### src/rtl/mips16_multicycle_ctrl.sv
// Multicycle control FSM for the 16-bit MIPS datapath: sequences fetch/decode/execute
// and decodes ALU control, datapath enables and mux selects from the state register.
module mips16_multicycle_ctrl #(
  parameter int COUNT_W = 16
) (
  input  logic               clk,
  input  logic               rst_n,
  input  logic [3:0]         opcode,
  input  logic [2:0]         funct,
  input  logic               zero,
  input  logic               mem_ready,
  output logic [2:0]         alu_control,
  output logic               alu_src_a,
  output logic [1:0]         alu_src_b,
  output logic [1:0]         pc_source,
  output logic               pc_en,
  output logic               ir_write,
  output logic               mem_read,
  output logic               mem_write,
  output logic               i_or_d,
  output logic               reg_write,
  output logic               reg_dst,
  output logic               mem_to_reg,
  output logic               illegal,
  output logic [3:0]         state,
  output logic [COUNT_W-1:0] instr_count
);

  typedef enum logic [3:0] {
    S_FETCH   = 4'd0,  S_DECODE  = 4'd1,  S_MEMADR = 4'd2,  S_MEMRD = 4'd3,
    S_MEMWB   = 4'd4,  S_MEMWR   = 4'd5,  S_EXEC   = 4'd6,  S_RWB   = 4'd7,
    S_BRANCH  = 4'd8,  S_JUMP    = 4'd9,  S_ADDI_EX = 4'd10, S_ADDI_WB = 4'd11,
    S_HALT    = 4'd15
  } state_t;

  localparam logic [3:0] OP_R = 4'd0, OP_LW = 4'd1, OP_SW = 4'd2,
                         OP_BEQ = 4'd3, OP_ADDI = 4'd4, OP_J = 4'd5;

  state_t             r_state;
  logic [COUNT_W-1:0] r_count;
  logic               r_illegal;
  logic               w_funct_ok;

  assign w_funct_ok = (funct == 3'd0) || (funct == 3'd1) || (funct == 3'd5) ||
                      (funct == 3'd6) || (funct == 3'd7);

  always_ff @(posedge clk or negedge rst_n) begin
    if (!rst_n) begin
      r_state   <= S_FETCH;
      r_count   <= '0;
      r_illegal <= 1'b0;
    end else begin
      case (r_state)
        S_FETCH: if (mem_ready) begin
          r_state <= S_DECODE;
          r_count <= r_count + 1'b1;
        end
        S_DECODE: begin
          case (opcode)
            OP_R:         r_state <= w_funct_ok ? S_EXEC : S_HALT;
            OP_LW, OP_SW: r_state <= S_MEMADR;
            OP_BEQ:       r_state <= S_BRANCH;
            OP_ADDI:      r_state <= S_ADDI_EX;
            OP_J:         r_state <= S_JUMP;
            default:      r_state <= S_HALT;
          endcase
          if (!((opcode == OP_R && w_funct_ok) || (opcode >= OP_LW && opcode <= OP_J)))
            r_illegal <= 1'b1;
        end
        // Opcode re-sampled here; anything other than lw/sw falls back to store.
        S_MEMADR:  r_state <= (opcode == OP_LW) ? S_MEMRD : S_MEMWR;
        S_MEMRD:   if (mem_ready) r_state <= S_MEMWB;
        S_MEMWR:   if (mem_ready) r_state <= S_FETCH;
        S_EXEC:    r_state <= S_RWB;
        S_ADDI_EX: r_state <= S_ADDI_WB;
        S_HALT:    r_state <= S_HALT;
        default:   r_state <= S_FETCH;
      endcase
    end
  end

  always_comb begin
    alu_control = 3'd0;
    alu_src_a   = 1'b0;
    alu_src_b   = 2'b00;
    pc_source   = 2'b00;
    pc_en       = 1'b0;
    ir_write    = 1'b0;
    mem_read    = 1'b0;
    mem_write   = 1'b0;
    i_or_d      = 1'b0;
    reg_write   = 1'b0;
    reg_dst     = 1'b0;
    mem_to_reg  = 1'b0;
    case (r_state)
      S_FETCH: begin
        mem_read  = 1'b1;
        alu_src_b = 2'b01;
        ir_write  = mem_ready;
        pc_en     = mem_ready;
      end
      S_DECODE:  alu_src_b = 2'b11;
      S_MEMADR:  begin alu_src_a = 1'b1; alu_src_b = 2'b10; end
      S_MEMRD:   begin mem_read = 1'b1; i_or_d = 1'b1; end
      S_MEMWB:   begin reg_write = 1'b1; mem_to_reg = 1'b1; end
      S_MEMWR:   begin mem_write = 1'b1; i_or_d = 1'b1; end
      S_EXEC:    begin alu_src_a = 1'b1; alu_control = funct; end
      S_RWB:     begin reg_write = 1'b1; reg_dst = 1'b1; end
      S_BRANCH: begin
        alu_src_a   = 1'b1;
        alu_control = 3'd1;
        pc_source   = 2'b01;
        pc_en       = zero;
      end
      S_JUMP:    begin pc_source = 2'b10; pc_en = 1'b1; end
      S_ADDI_EX: begin alu_src_a = 1'b1; alu_src_b = 2'b10; end
      S_ADDI_WB: reg_write = 1'b1;
      default: ;
    endcase
  end

  assign illegal     = r_illegal;
  assign state       = r_state;
  assign instr_count = r_count;

endmodule

### config.mk
export PLATFORM = sky130hd
export DESIGN_NAME = mips16_multicycle_ctrl
export DESIGN_NICKNAME = d
export VERILOG_FILES = /design/src/rtl/mips16_multicycle_ctrl.sv
export SDC_FILE = /design/constraint.sdc
export NUM_CORES = 1
export LEC_CHECK = 0
export ABC_AREA = 1
export CORE_UTILIZATION = 42
export DETAILED_ROUTE_END_ITERATION = 12
export PLACE_DENSITY = 0.74
export SYNTH_ARGS = -nofsm -noshare
export SYNTH_HDL_FRONTEND = slang
export SYNTH_SLANG_ARGS = --single-unit
export TNS_END_PERCENT = 30
### constraint.sdc
create_clock -name clk -period 4.45 [get_ports clk]
set_clock_uncertainty 0.1 [all_clocks]
set_input_delay 1.335 -clock clk [delete_from_list [all_inputs] [get_ports clk]]
set_output_delay 1.335 -clock clk [all_outputs]
set_load 0.01 [all_outputs]
# --- Word level (Yosys, flattened, before mapping) ---
# Cells that the tools add are included.
op_classes:
  add_sub_neg: 1
  n_mul: 0
  div: 0
  n_lt_le_gt_ge: 2
  eq_ne: 24
  n_shift: 0
  n_mux: 19
  bitwise: 1
  n_reduce_logical: 19
op_table:
  columns: ["operator", "n"]
  rows:
  - ["$pmux W4 S8", 1]
  - ["$eq A4 B3 Y1 const B", 6]
  - ["$eq A4 B4 Y1 const B", 5]
  - ["$pmux W4 S5", 1]
  - ["$add A16 B1 Y16 const B", 1]
  - ["$eq A4 B2 Y1 const B", 4]
  - ["$mux W4", 4]
  - ["$eq A3 B3 Y1 const B", 3]
  - ["$eq A4 B1 Y1 const B", 2]
  - ["$logic_not A4 Y1", 2]
  - ["$mux W1", 8]
  - ["$reduce_or A2 Y1", 4]
  - ["$ne A2 B2 Y1 const B", 3]
  - ["$pmux W2 S3", 1]
  - ["$pmux W3 S2", 1]
  - ["$logic_or A1 B1 Y1", 5]
  - ["$ge A4 B1 Y1 const B", 1]
  - ["$le A4 B3 Y1 const B", 1]
  - ["$pmux W2 S2", 1]
  - ["$reduce_and A2 Y1", 2]
  - ["$reduce_or A4 Y1", 1]
  - ["$eq A3 B1 Y1 const B", 1]
  - ["$logic_not A3 Y1", 1]
  - ["$mux W3", 1]
  - ["other kinds (5)", 6]
word_totals:
  ff_bits: 21
  latchBits: 0
  ramBits: 0
  romBits: 0
  input_bits: 11
  out_inout_bits: 37
  word_cells: 69
  mem_count: 0

# --- Logic depth before layout (Yosys ltp) ---
# Gate-level depths: netlist of run 1.
depth:
  ltp_word: 9
  depth_mapped: 9
  depth_no_buf: 9

# --- Worst setup path before layout of run 1 ---
# No wires, ideal clock.
synth_path:
  path_kind: "input port to output port"
  startpoint: "in mem_ready"
  endpoint: "out ir_write"
  arrival_ns: 1.714
  required_time_ns: 3.015
  setup_slack_ns: 1.301
  stages: 3
  path_buffers: 1
  path_cell_list: "nand3_4 -> inv_4 -> buf_4"
synth_between:
  elab_chain_cells: 1
synth_rtl:
  columns: ["element", "line", "rtl"]
  rows:
  - ["from (decl)", "11", "input logic mem_ready,"]
  - ["$mux W1", "95", "case (r_state)"]
  - ["to (decl)", "17", "output logic ir_write,"]
# No other way between the ends.

# --- Final worst setup path of run 1 ---
layout_path:
  startpoint: "in mem_ready"
  endpoint: "out pc_en"
layout_between:
  elab_chain_cells: 1
layout_rtl:
  columns: ["element", "line", "rtl"]
  rows:
  - ["$pmux W1 S3", "95", null]
  - ["to (decl)", "16", "output logic pc_en,"]
# No other way between the ends.

==> results of run 1 <==
-- cell usage in the layout, fill, tap and decap left out, types with 5 or more instances in the layout --
cell	count
clkdlybuf4s50_1	47
dfrtp_1	21
inv_1	33
nand2_1	79
nand3_1	11
nand4_1	6
nor2_1	33
o21ai_0	15
xor2_1	5
-- metrics by stage --
stage          worst slack [ns]  std cells    util  total power [W]
6_report                 0.3244        324  0.6023         0.001024
5_1_grt                  0.2843        324  0.6023         0.001107
4_1_cts                  0.3205        324  0.6023         0.001031
3_5_place_dp             0.3221        320  0.5941        0.0009318
3_3_place_gp             0.3358        320  0.5941        0.0009288
2_1_floorplan             1.301        228       -        0.0006462
-- worst max path at each step --
stage	depth (start not counted)	end	startpoint	slack (ns)
finish	4	pc_en	mem_ready	0.32
global route	4	pc_en	mem_ready	0.28
CTS	4	pc_en	mem_ready	0.32
detailed placement	4	pc_en	mem_ready	0.32
global placement	4	pc_en	mem_ready	0.34
floorplan	3	ir_write	mem_ready	1.30
-- cell type report --
cell class | count | share of cell area
clock buffer | 3 | 0.01112
clock inverter | 1 | 0.002471
inverter | 34 | 0.06424
multi-input combinational | 171 | 0.3984
sequential | 21 | 0.2594
tap | 46 | 0.02841
timing repair buffer | 48 | 0.2359
-- routing by layer --
layer | vias up | global-route usage
li1 | 815 | -
met1 | 696 | 0.3181
met2 | 34 | 0.3137
met3 | 5 | 0.04622
met4 | 0 | 0.04762
met5 | - | 0
-- state kept, by name (all words and copies together), names as in the netlist --
signal	count
instr_count	16
state	4
illegal	1
-- where the power goes --
| part | internal [W] | total, W | switching [W] |
|---|---|---|---|
| Combinational | 0.000290 | 0.000595 | 0.000305 |
| Sequential | 0.000248 | 0.000336 | 0.0000879 |
| Clock | 0.0000336 | 0.0000922 | 0.0000586 |
| Total | 0.000572 | 0.00102 | 0.000452 |
-- cells by family (layout without fill, tap and decap cells) --
| logic type | after synthesis | after routing | share of synthesized area |
|---|---|---|---|
| AOI/OAI and AO/OA | 23 | 23 | 0.08362 |
| buffers and inverters | 36 | 86 | 0.1005 |
| and+or+nand+nor | 140 | 140 | 0.4113 |
| DFF | 21 | 21 | 0.3547 |
| adders and majority gates | 1 | 1 | 0.008445 |
| xor gates and xnor gates | 7 | 7 | 0.04139 |
-- critical path, stage by stage --
cell and delay, ns:
clkdlybuf4s50_1 0.54, nand3_4 0.17, nand2_1 0.11, clkdlybuf4s50_1 0.53
==> summary.md, run 1 <==
| Metric | Value |
|---|---|
| Final hold viol count | 0 |
| Fin crit period | 4.126 ns |
| CP arrival | 2.69 ns |
| M1 WL | 1842 µm |
| Slew Limit Fails | 0 |
| First-pass GRT wire length | 5927 µm |
| Chip Height | 61.39 µm |
| Die ar. | 0.003769 mm² |
| Critical R2R Capture | instr_count[10] |
| Post-route ant nets | 0 |
| Vias per Instance | 4.784 |
| Hold Crit Class | reg2reg |
| Antenna diodes | 0 |
| Vias | 1550 |
| Sink of the worst hold path | illegal |
| Cts hold-fix bufs | 0 |
| Worst hold start | illegal |
| CP max FO | 8 |
| Die W | 61.39 µm |
| Post-synthesis async set-or-reset flop share | 1.000 |
| Pin count of the biggest net entering global routing | 22 |
| CTS tree | done |
| RSZ-0062 raised after global routing | false |
| Overflow left after global routing | 0 |
| Post-CTS Resized | 0 |
| Area of the multi-input gates | 807.0 µm² |
| Worst r2r path cells | 9 |
| Sinks on Clock Net | 21 |
| MaxCap Viol Count | 0 |
| Count of warnings emitted by yosys | 0 |
| DRT iter0 DRCs | 103 |
| Highest routed layer | met4 |
| Hold Worst Slack | 0.3936 ns |
| Worst Max-Slew Pin Slew | 0.9092 ns |
| Crit start category | input pin |
| Starting Density | 0.4405 |
| Seq cells post-synth | 21 |
| Root Buffer | clkbuf_4 |
| Initial antenna violation count | 0 |
| Dpl hpwl | 2907 µm |
| Seq. cell area | 525.5 µm² |
| Vias in the first global route | 1316 |
| Power density over cell area | 505.4 mW/mm² |
| Area leader, netlist | dfrtp_1 |
| Met2 WL | 1595 µm |
| Cell row count | 21 |
| Post-synth EDFFs | 0 |
| DP Area | 0.001998 mm² |
| H-tree depth | 1 |
| Setup CP Type | in2out |
| Ys flop type | dfrtp_1 |
| I/O Buffers | 47 |
| Final #Nets | 291 |
| Rel. slew slack | 0.3920 |
| Total track usage | 0.2124 |
| Clk slew on worst S/H paths | 0.12 ns |
| Num CTS Buffers | 3 |
| Clk Latency, worst-skew pair | 0.31 ns |
| Final period utilization | 0.9271 |
| Area contributors post-synth | dfrtp_1, nand2_1, inv_1, nor2_1, o21ai_0 |
| R2R Path Start | state[0] |
| Design Area, Final | 0.002026 mm² |
| Most common cell in the synthesized netlist | nand2_1 |
| Synth cell types | 23 |
| Fraction of layout cells with a size suffix above 1 | 0.04317 |
| Post-synth net total | 240 |
| Max Freq | 0.2424 GHz |
| Drt drc | 0 |
| CP Data Required Time | 3.01 ns |
| Synth top area share | 0.3547 |
| Layout Area Growth over Synthesis | 36.74% |
| Maximum clock path buffer count | 2 |
| Met3 wire len | 150 µm |
| Syn avg cell area | 6.497 µm² |
| Outcome | finished, final reports clean |
| Worst vdd ir | 0.2649 mV |
| Total negative slack | 0 ns |
| Setup Buffers After CTS | 0 |
| Routed wire per std cell | 11.18 µm |
| Final GP Congestion | 0.8843 |
| DRT Pass-1 Iters | 4 |
| Hold path depth | 1 |
| Overall routed net length | 3621 µm |
| Register area share after synthesis | 0.3547 |
| Final Setup Violations | 0 |
| Fill cells | 357 |
| Reg2reg setup slack | 2.74 ns |
| P_leak | 0.9412 nW |
| Post-Synthesis Cells | 228 |
| Cell Area, Synth | 0.001481 mm² |
| Core area | 0.003363 mm² |
| Crit. End Element | output pin |
| Most instantiated cells after synthesis | nand2_1, inv_1, nor2_1 |
| Io pins | 48 |
Power figures use the tool's default switching activity.
==> inputs of run 2 (changes only) <==
Settings changed: CORE_UTILIZATION 42 to 35, PLACE_DENSITY 0.74 to unset, REMOVE_ABC_BUFFERS set to 1.
==> run 2 against run 1 <==
Clock power increased by 38%. Flip-flop and latch count unchanged. Utilization decreased by 9.2 points. Die area increased by 19%. Sequential share of layout area decreased by 0.39 points. Count of clock-buffer cells in the layout unchanged. Register-to-register slack improved by 0.08 ns. First-iteration DRC count decreased by 38%. Setup slack improved by 0.082 ns. Global-route usage decreased by 3.0 points. Via count decreased by 0.97%. Combinational power increased by 1%. Critical endpoint unchanged. Largest cell class unchanged.
==> summary.md, run 2 (same netlist as run 1, synthesis figures left out) <==
| Metric | Value |
|---|---|
| Outcome | finished, final reports clean |
| MaxCap Viol Count | 0 |
| Root Buffer | clkbuf_8 |
| Setup CP Type | in2out |
| P_leak | 0.9533 nW |
| Antenna diodes | 0 |
| Total negative slack | 0 ns |
| Pint | 0.0006048 W |
| Overall routed net length | 3697 µm |
| Seq. cell area | 525.5 µm² |
| Max FFs per register | 16 |
| Layout Area Growth over Synthesis | 38.85% |
| RSZ-0062 raised after global routing | false |
| Worst Max-Slew Pin Slew | 0.9818 ns |
| Max Freq | 0.2473 GHz |
| Overflow left after global routing | 0 |
| Drt drc | 0 |
| H-tree depth | 1 |
| Final period utilization | 0.9087 |
| Cts hold-fix bufs | 0 |
| Final GP Congestion | 0.8122 |
| Reg power frac | 0.314 |
| Total track usage | 0.1821 |
| Psw | 0.0004571 W |
| DRT Pass-1 Iters | 4 |
| Final hold viol count | 0 |
| Worst vdd ir | 0.2727 mV |
| Core area | 0.004029 mm² |
| CP endpoint | pc_en |
| Dpl hpwl | 2995 µm |
| Power density over cell area | 516.3 mW/mm² |
| Sw Ratio | 0.4304 |
| Slew Limit Fails | 0 |
| Chip Height | 67.06 µm |
| Worst path cell trace | clkdlybuf4s50_1 -> nand3_4 -> nand2_1 -> clkdlybuf4s50_1 |
| CP Data Required Time | 3.01 ns |
| Maximum clock path buffer count | 2 |
| Vias per Instance | 4.666 |
| CTS tree | done |
| Crit. End Element | output pin |
| Final Power | 0.001062 W |
| Max incr delay on CP | 0.54 ns |
| Sinks on Clock Net | 21 |
| Die W | 67.06 µm |
| Reg2reg setup slack | 2.82 ns |
| CP max FO | 3 |
| Fraction of layout cells with a size suffix above 1 | 0.04659 |
| Clk slew on worst S/H paths | 0.08 ns |
| I/O Buffers | 47 |
| CP arrival | 2.61 ns |
| Worst r2r path cells | 7 |
| Clock power frac | 0.120 |
| Io pins | 48 |
| Hold Crit Class | reg2reg |
| Final Setup Violations | 0 |
| Crit path max-delay cell type | clkdlybuf4s50_1 |
| Clk Latency, worst-skew pair | 0.26 ns |
| Pin count of the biggest net entering global routing | 22 |
| Critical R2R Capture | instr_count[11] |
| Initial antenna violation count | 0 |
| Worst hold start | illegal |
| Hold Worst Slack | 0.3842 ns |
| Setup Buffers After CTS | 0 |
| R2R Path Start | state[0] |
| Vias | 1535 |
| Most common cell after layout, fill and taps aside | nand2_1 |
| Post-route ant nets | 0 |
| CP dominant cell by count | clkdlybuf4s50_1 |
| Post-CTS Resized | 0 |
| Die ar. | 0.004497 mm² |
| Vias in the first global route | 1350 |
| Rel. slew slack | 0.3434 |
| Routed wire per std cell | 11.24 µm |
| Most frequent cells in the layout | nand2_1, clkdlybuf4s50_1, inv_1, nor2_1, dfrtp_1 |
| Starting Density | 0.3677 |
| Comb pwr share | 0.566 |
| DRT iter0 DRCs | 64 |
| Cell row count | 23 |
| First-pass GRT wire length | 6182 µm |
| CP Launch Point | mem_ready |
| Num CTS Buffers | 3 |
| Fill cells | 416 |
| Area of the multi-input gates | 807.0 µm² |
| Final #Nets | 292 |
| Crit start category | input pin |
| Fin crit period | 4.044 ns |
-- run 2: worst min-delay path by stage --
stage                         end  cells after the start
after floorplan           illegal                      1
after global placement    illegal                      1
after detailed placement  illegal                      1
after CTS                 illegal                      1
after global routing      illegal                      1
final                     illegal                      1
-- run 2: per-stage QoR --
stage               setup slack (ns)  utilization  instance area [µm²]  cells
floorplan                      1.365            -                 1463    226
global placement              0.4012       0.4991                 2011    325
detailed placement            0.3944       0.4991                 2011    325
CTS                           0.3931       0.5106                 2057    329
global route                  0.3475       0.5106                 2057    329
finish                        0.4061       0.5106                 2057    329
-- run 2: routing by layer --
metal	vias to the layer above	GRT usage	part of all wire
met5	-	0	0
met4	0	0.03191	0.0073
met3	2	0.03082	0.043
met2	33	0.2550	0.42
met1	678	0.2863	0.53
li1	822	-	-
-- run 2: cell type report --
cell class | count | share of cell area
clock buffers | 3 | 0.02007
clock inverters | 1 | 0.002433
inverters | 34 | 0.06326
multi-input cells | 171 | 0.3923
flip-flops and latches | 21 | 0.2555
well taps | 50 | 0.03041
repair buffers | 49 | 0.2360
-- run 2: power groups by stage --
stage,combinational [W],sequential [W],clock (W)
2_1_floorplan,0.000286,0.000346,0
3_3_place_gp,0.000602,0.000339,0
3_5_place_dp,0.000604,0.000339,0
4_1_cts,0.000607,0.000334,0.000135
5_1_grt,0.000669,0.000346,0.000138
6_report,0.000601,0.000334,0.000127
-- run 2: critical path: cells and delay by family --
family | cells | cell delay, ns
AND/OR/NAND/NOR | 2 | 0.20
buffers and inverters | 2 | 1.06
==> inputs of run 3 (changes only) <==
Settings changed: PLACE_DENSITY set to 0.66.
Clock period 4.45 ns to 3.6 ns, I/O delays scaled along.
==> run 3 against run 2 <==
Register-to-register slack worse by 0.91 ns. Sequential power up 25%. Utilization increased by 0.34 points. Routed wire length increased by 3.7%. Via count is 2.3% higher. First-iteration DRC count grew 61%. Non-clock buffer count is 2 higher. Critical path depth unchanged. Die area unchanged. Clock power is 25% higher. Count of clock-buffer cells in the layout is 1 higher. Combinational power increased by 24%. Largest cell class unchanged. Largest power group unchanged.
==> summary.md, run 3 (same netlist as run 1, synthesis figures left out) <==
| Metric | Value |
|---|---|
| Clk Latency, worst-skew pair | 0.26 ns |
| Setup Buffers After CTS | 0 |
| Initial antenna violation count | 0 |
| Die ar. | 0.004497 mm² |
| Vias per Instance | 4.743 |
| Sinks on Clock Net | 21 |
| Setup CP Type | in2out |
| Fin util | 0.5140 |
| Final period utilization | 0.9769 |
| Post-CTS Resized | 0 |
| Final hold viol count | 0 |
| Layout Area Growth over Synthesis | 39.78% |
| CP dominant cell by count | clkdlybuf4s50_1 |
| Crit. End Element | output pin |
| First-pass GRT wire length | 6444 µm |
| Final #Nets | 294 |
| CP Data Required Time | 2.42 ns |
| Starting Density | 0.3677 |
| Num CTS Buffers | 3 |
| CTS tree | done |
| RSZ-0062 raised after global routing | false |
| Vias in the first global route | 1457 |
| Vias | 1570 |
| Crit path max-delay cell type | clkdlybuf4s50_1 |
| Most common cell after layout, fill and taps aside | nand2_1 |
| Post-route ant nets | 0 |
| Final Power | 0.001323 W |
| Worst vdd ir | 0.3581 mV |
| CP max FO | 3 |
| MaxCap Viol Count | 0 |
| Crit start category | input pin |
| Max FFs per register | 16 |
| Cell row count | 23 |
| Fill cells | 413 |
| Root Buffer | clkbuf_8 |
| I/O Buffers | 47 |
| Most frequent cells in the layout | nand2_1, clkdlybuf4s50_1, inv_1, nor2_1, dfrtp_1 |
| Clk slew on worst S/H paths | 0.08 ns |
| Io pins | 48 |
| Cts hold-fix bufs | 0 |
| Final Setup Violations | 0 |
| DRT iter0 DRCs | 103 |
| Overall routed net length | 3832 µm |
| Maximum clock path buffer count | 2 |
| P_leak | 0.9601 nW |
| Drt drc | 0 |
| Hold Worst Slack | 0.3818 ns |
| Worst path cell trace | clkdlybuf4s50_1 -> nand3_4 -> nand2_1 -> clkdlybuf4s50_1 |
| CP arrival | 2.34 ns |
| Slew Limit Fails | 0 |
| DRT Pass-1 Iters | 4 |
| Overflow left after global routing | 0 |
| Buf/Inv on CP | 2 |
| Die W | 67.06 µm |
| Fraction of layout cells with a size suffix above 1 | 0.04982 |
| Fin crit period | 3.517 ns |
| Routed wire per std cell | 11.58 µm |
| Hold Crit Class | reg2reg |
| Antenna diodes | 0 |
| Power density over cell area | 639.0 mW/mm² |
| Total negative slack | 0 ns |
| Dpl hpwl | 3053 µm |
| Chip Height | 67.06 µm |
| Max Freq | 0.2844 GHz |
| Max incr delay on CP | 0.53 ns |
| Rel. slew slack | 0.7253 |
| Core area | 0.004029 mm² |
| Pin count of the biggest net entering global routing | 22 |
| Crit path max-delay family | buffers and inverters |
| Worst Max-Slew Pin Slew | 0.4089 ns |
| Final GP Congestion | 0.8328 |
| Outcome | finished, final reports clean |
| H-tree depth | 1 |
| Total track usage | 0.1901 |
## run 3: changes by cell type in the layout (fill, tap and decap cells not counted), sizes merged
cell	change
clkbuf	+1
clkinv	-1
buf	+2
## run 3: final cells by class
cell class	instances	area (µm²)	area share
Inverter	34	130.1	0.06284
Timing Repair Buffer	51	500.5	0.2417
Sequential cell	21	525.5	0.2538
Multi-Input combinational cell	171	807.0	0.3897
Clock buffer	4	45.04	0.02175
Tap cell	50	62.56	0.03021
## run 3: path summary, 6_finish.rpt
| check | cells after the start | from | slack, ns | end |
|---|---|---|---|---|
| setup reg to reg | 7 | state[0] | 1.91 | instr_count[11] |
| min in group asynchronous | 2 | rst_n | 1.05 | instr_count[14] |
| setup / recovery | 4 | mem_ready | 0.08 | pc_en |
| max in group asynchronous | 2 | rst_n | 2.13 | instr_count[1] |
| hold reg to reg | 1 | illegal | 0.38 | illegal |
| hold / removal | 1 | illegal | 0.38 | illegal |
## run 3: worst register-to-register path: cells and delay by family, from the launching register on
kind / cells / cell delay (ns)
buffers and inverters: 1 / 0.19
flip-flops: 1 / 0.50
AND/OR/NAND/NOR: 5 / 0.59
AO/OA/AOI/OAI: 1 / 0.20
## run 3: layer usage
| layer | track usage | vias to the layer above | share of wire |
|---|---|---|---|
| li1 | - | 824 | - |
| met1 | 0.2588 | 713 | 0.49 |
| met2 | 0.3025 | 28 | 0.47 |
| met3 | 0.02568 | 5 | 0.029 |
| met4 | 0.06649 | 0 | 0.011 |
| met5 | 0 | - | 0 |
## run 3: where the power goes
part | switching, W | total [W] | leakage [nW] | internal, W
combinational | 0.000382 | 0.000747 | 0.664 | 0.000366
sequential | 0.000110 | 0.000417 | 0.273 | 0.000307
clock | 0.0000796 | 0.000159 | 0.0228 | 0.0000790
## run 3: metrics by stage
stage	area, µm²	setup slack [ns]	std cells
floorplan	1463	1.025	226
global placement	2026	0.07352	327
detailed placement	2026	0.07310	327
CTS	2071	0.06968	331
global route	2071	0.01864	331
finish	2071	0.08325	331
